`src/rtl/bus_arbiter_pkg.sv`:
```
// Shared bus definitions for the two-master arbiter, decoder and slaves.
// Grant state encoding, default bus widths and the hold counter helpers.
package bus_arbiter_pkg;

    localparam int BUS_AW = 8;
    localparam int BUS_DW = 32;
    localparam int HOLD_W = 5;

    localparam logic [HOLD_W-1:0] HOLD_SAT = 5'd31;

    typedef enum logic {
        ST_M0_GRANT = 1'b0,
        ST_M1_GRANT = 1'b1
    } state_t;

    // Saturating increment for the M1 ownership counter.
    function automatic logic [HOLD_W-1:0] hold_inc(
        input logic [HOLD_W-1:0] v
    );
        if (v == HOLD_SAT) begin
            return v;
        end
        return v + 1'b1;
    endfunction

endpackage

```
`src/rtl/bus_mux2.sv`:
```
// Pure 2:1 selector for an {address, wr, data} bundle.
// Also used on the slave read-data return path, so it holds no state.
module bus_mux2
    import bus_arbiter_pkg::*;
#(
    parameter int AW = BUS_AW,
    parameter int DW = BUS_DW
) (
    input  logic          sel,
    input  logic [AW-1:0] a0_address,
    input  logic          a0_wr,
    input  logic [DW-1:0] a0_dout,
    input  logic [AW-1:0] a1_address,
    input  logic          a1_wr,
    input  logic [DW-1:0] a1_dout,
    output logic [AW-1:0] y_address,
    output logic          y_wr,
    output logic [DW-1:0] y_dout
);

    // Select side 1 when sel is high, side 0 otherwise.
    always_comb begin
        y_address = a0_address;
        y_wr      = a0_wr;
        y_dout    = a0_dout;
        if (sel) begin
            y_address = a1_address;
            y_wr      = a1_wr;
            y_dout    = a1_dout;
        end
    end

endmodule

```
`src/rtl/bus_arbiter.sv`:
```
// Two-master fixed-priority arbiter; master 0 is parked owner.
// Optional M1 preemption after MAX_HOLD cycles under BUS_PREEMPT_EN.
module bus_arbiter
    import bus_arbiter_pkg::*;
#(
    parameter int AW       = BUS_AW,
    parameter int DW       = BUS_DW,
    parameter int MAX_HOLD = 16
) (
    input  logic          clk,
    input  logic          reset,
    input  logic          m0_req,
    input  logic          m0_wr,
    input  logic [AW-1:0] m0_address,
    input  logic [DW-1:0] m0_dout,
    input  logic          m1_req,
    input  logic          m1_wr,
    input  logic [AW-1:0] m1_address,
    input  logic [DW-1:0] m1_dout,
    output logic          m0_grant,
    output logic          m1_grant,
    output logic [AW-1:0] s_address,
    output logic          s_wr,
    output logic [DW-1:0] s_din,
    output logic [4:0]    hold_cnt
);

`ifdef BUS_PREEMPT_EN
    localparam bit PREEMPT_ON = 1'b1;
`else
    localparam bit PREEMPT_ON = 1'b0;
`endif

    localparam logic [HOLD_W-1:0] HOLD_LIMIT = HOLD_W'(MAX_HOLD - 1);

    state_t            state_q;
    state_t            state_d;
    logic [HOLD_W-1:0] hold_cnt_q;
    logic [HOLD_W-1:0] hold_cnt_d;
    logic              preempt;
    logic              m0_wr_gated;
    logic              m1_wr_gated;
    logic              mux_wr;

    // M0 waiting while M1 has used up its hold window.
    assign preempt = PREEMPT_ON && m0_req && (hold_cnt_q == HOLD_LIMIT);

    // State register; reset parks the bus on master 0.
    always_ff @(posedge clk) begin
        if (reset) begin
            state_q <= ST_M0_GRANT;
        end else begin
            state_q <= state_d;
        end
    end

    // Next state: M0 wins ties, M1 keeps the bus while requesting.
    always_comb begin
        state_d = state_q;
        unique case (state_q)
            ST_M0_GRANT: begin
                if (!m0_req && m1_req) begin
                    state_d = ST_M1_GRANT;
                end
            end
            ST_M1_GRANT: begin
                if (!m1_req || preempt) begin
                    state_d = ST_M0_GRANT;
                end
            end
            default: state_d = ST_M0_GRANT;
        endcase
    end

    // Grant outputs decode straight from the registered state.
    always_comb begin
        m0_grant = (state_q == ST_M0_GRANT);
        m1_grant = (state_q == ST_M1_GRANT);
    end

    // Count consecutive M1 cycles; clear whenever M0 is next owner.
    always_comb begin
        hold_cnt_d = '0;
        if (state_q == ST_M1_GRANT && state_d == ST_M1_GRANT) begin
            hold_cnt_d = hold_inc(hold_cnt_q);
        end
    end

    // Hold counter register.
    always_ff @(posedge clk) begin
        if (reset) begin
            hold_cnt_q <= '0;
        end else begin
            hold_cnt_q <= hold_cnt_d;
        end
    end

    assign hold_cnt = hold_cnt_q;

    // An idle owner must never strobe a write.
    always_comb begin
        m0_wr_gated = m0_wr & m0_req;
        m1_wr_gated = m1_wr & m1_req;
    end

    bus_mux2 #(
        .AW (AW),
        .DW (DW)
    ) u_mux (
        .sel        (state_q == ST_M1_GRANT),
        .a0_address (m0_address),
        .a0_wr      (m0_wr_gated),
        .a0_dout    (m0_dout),
        .a1_address (m1_address),
        .a1_wr      (m1_wr_gated),
        .a1_dout    (m1_dout),
        .y_address  (s_address),
        .y_wr       (mux_wr),
        .y_dout     (s_din)
    );

    // Block any in-flight write while reset is asserted.
    always_comb begin
        s_wr = mux_wr & ~reset;
    end

endmodule

```
`config.mk`:
```
export PLATFORM = sky130hd
export DESIGN_NAME = bus_arbiter
export DESIGN_NICKNAME = d
export VERILOG_FILES = /design/src/rtl/bus_arbiter_pkg.sv /design/src/rtl/bus_mux2.sv /design/src/rtl/bus_arbiter.sv
export SDC_FILE = /design/constraint.sdc
export NUM_CORES = 1
export LEC_CHECK = 0
export BUFFER_PORTS_ARGS = -buffer_cell sky130_fd_sc_hd__buf_2
export CAP_MARGIN = 5
export CORE_MARGIN = 1.5
export CORE_UTILIZATION = 34
export DETAILED_ROUTE_END_ITERATION = 16
export MAX_ROUTING_LAYER = met4
export PLACE_DENSITY_LB_ADDON = 0.05
export REMOVE_ABC_BUFFERS = 1
export SLEW_MARGIN = 20
export SYNTH_ARGS = -nofsm -noshare
export SYNTH_HDL_FRONTEND = slang
export SYNTH_HIERARCHICAL = 1
export SYNTH_SLANG_ARGS = --single-unit
```
`constraint.sdc`:
```
create_clock -name clk -period 2.65 [get_ports clk]
set_clock_uncertainty 0.15 [all_clocks]
set_input_delay 0.1325 -clock clk [delete_from_list [all_inputs] [get_ports clk]]
set_output_delay 0.1325 -clock clk [all_outputs]
set_load 0.1 [all_outputs]
```
---- Yosys cells after proc, flatten, opt, wreduce, memory -nomap -nowiden ----
Cells that the tools add are included.
cells by class
  $add $sub $neg .......................... 1
  $mul .................................... 0
  div/mod/pow operators ................... 0
  magnitude comparators ................... 0
  equality and inequality tests ........... 2
  shift operators ......................... 0
  muxes and demuxes ....................... 9
  bitwise gates (word level) .............. 6
  reductions and logical operators ........ 4
operators by type and width
  operator             number
  $mux 32              1
  $mux 8               1
  $add 5x1->5 const B  1
  $eq 5x5->1 const B   1
  $mux 1               5
  $mux 5               1
  $and 1x1->1          3
  $not 1->1            3
  $logic_and 1x1->1    2
  $ne 2x2->1 const B   1
  $pmux 1 s2           1
  $reduce_or 2->1      1
  $logic_not 1->1      1
word-level totals
  flip-flop bits (word level) ............. 6
  bits in latches ......................... 0
  memory bits (writable) .................. 0
  memory bits (read-only) ................. 0
  output and inout bits ................... 48
  logic and storage cells ................. 24
  memories kept ........................... 0

---- Depth between registers and ports, before layout ----
  depth after elaboration ................. 7
  gate-level depth with buffers ........... 6
  depth with buffers taken out ............ 6

---- Modules after synthesis ----
Netlist, hierarchy kept.
modules (own cells, without submodules)
  module       times used  cells each  area an instance (sq um)
  bus_mux2     1           46          703.2
  bus_arbiter  1           28          281.5

---- Least setup slack after synthesis ----
OpenSTA, ideal clock, no wires.
  path kind ............................... register -> output
  start point ............................. register state_q (netlist: m1_grant)
  end point ............................... output s_wr
  data arrival time ....................... 2,856 ps
  data required time ...................... 2,368 ps
  slack ................................... -488 ps
  cell stages (with the launch flop) ...... 5
  cells stage by stage .................... dfxtp_1 buf_6 buf_12 mux2_4 nor2b_1
on the way
  longest elaborated chain between the ends .. 2
RTL lines
  element                 line                text
  from (decl)             bus_arbiter.sv:36   state_t state_q;
  from (signal assigned)  bus_arbiter.sv:53   state_q <= state_d;
  $mux 1                  bus_mux2.sv:26      if (sel) begin
  named net mux_wr        bus_arbiter.sv:43   logic mux_wr;
  $and 1x1->1             bus_arbiter.sv:124  s_wr = mux_wr & ~reset;
  to (decl)               bus_arbiter.sv:23   output logic s_wr,
The timed path passes the listed nets, and every way through them passes these cells.

---- Worst setup path in the final report ----
  start point ............................. register state_q (netlist: m1_grant)
  end point ............................... output s_address[5]
on the way
  longest elaborated chain between the ends .. 1
RTL lines
  element    line               text
  $mux 8     bus_mux2.sv:26
  to (decl)  bus_arbiter.sv:22  output logic [AW-1:0] s_address,
Every way passes these cells.

==> qor.yml <==
run_status:
  status: "finished clean"
worst_hold_path:
  hold_path_depth: 4
  min_from: "m1_req"
  hold_class: "primary input to flip-flop"
  min_to: "hold_cnt[2]"
clock_tree:
  cts_tree: "built"
  clock-root-buffer: "clkbuf_4"
  clock_path_buffers: 2
  postCtsSetupRepairBufs: 0
  clock_latency_ns: 0.24
  htreeDepth: 1
  numCtsBuffers: 3
  clock_sinks: 6
  clk_pin_slew_ns: 0.05
setup_path:
  required_ns: 2.37
  startpoint_type: "flip-flop"
  slowest_stage: "dfxtp_2"
  critical_path.cell_chain: "buf_12, mux2_2, buf_2"
  criticalPathCategory: "flip-flop to output pin"
  reg2reg_to: "m1_grant"
  r2r_setup_slack_ns: 0.88
  worstReg2RegStart: "m1_grant"
  end_kind: "output pin"
  path_max_fanout: 26
  worst-r2r-cell-count: 3
  critPathMaxStageDelay_ns: 0.67
  cp.arrival_ns: 1.86
synthesis:
  yosysWarnings: 6
  netlist_area_sq_um: 985
  synth-seq-area-share_pct: 12.2
  synth-seq-cells: 6
  synth.distinct_cells: 18
  synth_area_leaders: "mux2_4, dfxtp_1, buf_12"
  synth.avg_cell_area_sq_um: 13.3
  synth_top_area_share_pct: 61.0
  synth_top_cell_by_area: "mux2_4"
  netlist_instances: 74
detailed_routing:
  drt.antenna.violating_nets: 0
  wirelength_um: 2980
  drc: 0
  drt_iter0_drc: 22
  wire_per_inst_um: 12.5
  viasPerCell: 4.50
  first_pass_iters: 2
  num_vias: 1075
floorplan:
  num_rows: 19
  initial_core_util_pct: 35.7
  pin_count: 134
  die-area_sq_um: 3230
  core_sq_um: 2760
  die_w_um: 56.8
  die_h_um: 56.8
layout:
  n_antenna_cell: 0
  nets: 298
  drive_gt1_share_pct: 87.0
  fillers: 245
  areaGrowthSynthToFinish_pct: 68.7
  finalNonFillerCells: 239
power:
  share_seq_of_total_power_pct: 13.0
  p_sw_uw: 460
  cellPowerDensity_nw_per_um2: 454
  p_clk_share_pct: 11.1
  irDropWorstVdd_v: 0.000331
  power.total_uw: 754
  power_leakage_uw: 0.000978
  sw_frac_of_total_pct: 61.0
  internal-power_uw: 295
  p_comb_share_pct: 75.9
sta:
  hold_viol_final: 0
  fmax_mhz: 466
  setup-violations-final: 0
  period_minus_slack_ns: 2.14
  fin_crit_sh_pct: 80.9
  grt_setup_unrepaired: "false"
  fin_ws_ns: 0.506
  max-slew-margin-rel_pct: 63.5
  worst_pin_slew_ns: 0.547
  fin_setup_tns_ns: 0
  finalMaxSlewViolations: 0
global_route:
  grt_pass1_wl_um: 4370
  grt_max_degree: 27
  track_usage_pct: 17.1
  grt_antenna_before_repair: 0
  grt_pass1_vias: 1026
  gr-total-overflow: 0
run:
  cap_violations: 0
place:
  dp_worst_setup_slack_ns: 0.763
  dp.cells: 234
  hpwl_um: 2550
  place.gp.congestion: 0.713
  port_buffers: 133
[placed cells by master, fill, tap and decap left out, drive strengths merged]
cell type / n
a21oi: 1
xor2: 2
and3: 1
xnor2: 1
ha: 2
mux2i: 2
buf: 134
mux2: 41
dfxtp: 6
clkbuf: 3
nor2b: 2
nand4b: 1
nand2b: 1
dlygate4sd3: 2
inv: 1
or2: 1
and2: 2
nor2: 5
[critical path: cells and delay by family (launching register included)]
kind / cells / cell delay [ns]
flip-flops: 1 / 0.67
buffers and inverters: 2 / 0.58
multiplexers: 1 / 0.35
[power by group through the flow]
stage | clock (uW) | combinational [uW] | sequential [uW]
after global placement | 0 | 568 | 99.6
after global routing | 90.7 | 588 | 98.5
after detailed placement | 0 | 572 | 99.9
final | 83.8 | 572 | 98.2
after floorplan | 0 | 456 | 113
after CTS | 88.8 | 574 | 98.2
[synthesized netlist by cell type, drive strengths merged]
cell / instances
a21oi: 1
and2: 2
and3: 1
buf: 5
dfxtp: 6
ha: 2
inv: 1
mux2: 41
mux2i: 2
nand2b: 1
nand4b: 1
nor2: 5
nor2b: 2
or2: 1
xnor2: 1
xor2: 2
[timing repair]
item                                   4_1_cts  5_1_grt
endpoints found under the hold margin        1        0
hold buffers                                 2        0
resized for setup                            0        0
[layout make-up]
class	count	area, sq um	share of cell area, %
clock buffer	3	22.5	1.36
inverter	1	3.75	0.226
tap	31	38.8	2.33
sequential	6	121	7.30
timing repair buffer	136	706	42.5
multi-input combinational	62	769	46.3
[per-layer routing]
layer	GRT usage (%)	wire length [um]	part of all wire (%)
met1	16.0	970	33
met2	34.6	1720	58
met3	3.23	273	9.2
met4	4.98	8	0.27
met5	-	0	0
[cells by family after synthesis]
kind of cell | synth area share (%)
mux | 64.2
simple gates | 8.26
buf+inv | 9.66
flops | 12.2
xor+xnor | 2.67
fa+ha+maj | 2.54
compound gates | 0.508
[metrics by stage]
stage	cell area (sq um)	hold slack [ns]	util [%]
floorplan	893	0.0696	-
global placement	1620	0.168	58.7
detailed placement	1620	0.176	58.7
CTS	1660	0.133	60.3
global route	1660	0.161	60.3
finish	1660	0.145	60.3
[flip-flops by register name, summed over array words and instances (netlist names)]
register  count
hold_cnt      5
m1_grant      1
[worst max-delay path by stage]
stage / slack (ns) / cells after the start / from / to
floorplan: -1.89 / 3 / m1_grant / hold_cnt[1]
global placement: 0.78 / 3 / m1_grant / s_address[5]
detailed placement: 0.76 / 3 / m1_grant / s_address[5]
CTS: 0.49 / 3 / m1_grant / s_address[5]
global route: 0.45 / 3 / m1_grant / s_address[5]
finish: 0.51 / 3 / m1_grant / s_address[5]
No activity file was read; power rests on OpenSTA's default activity.
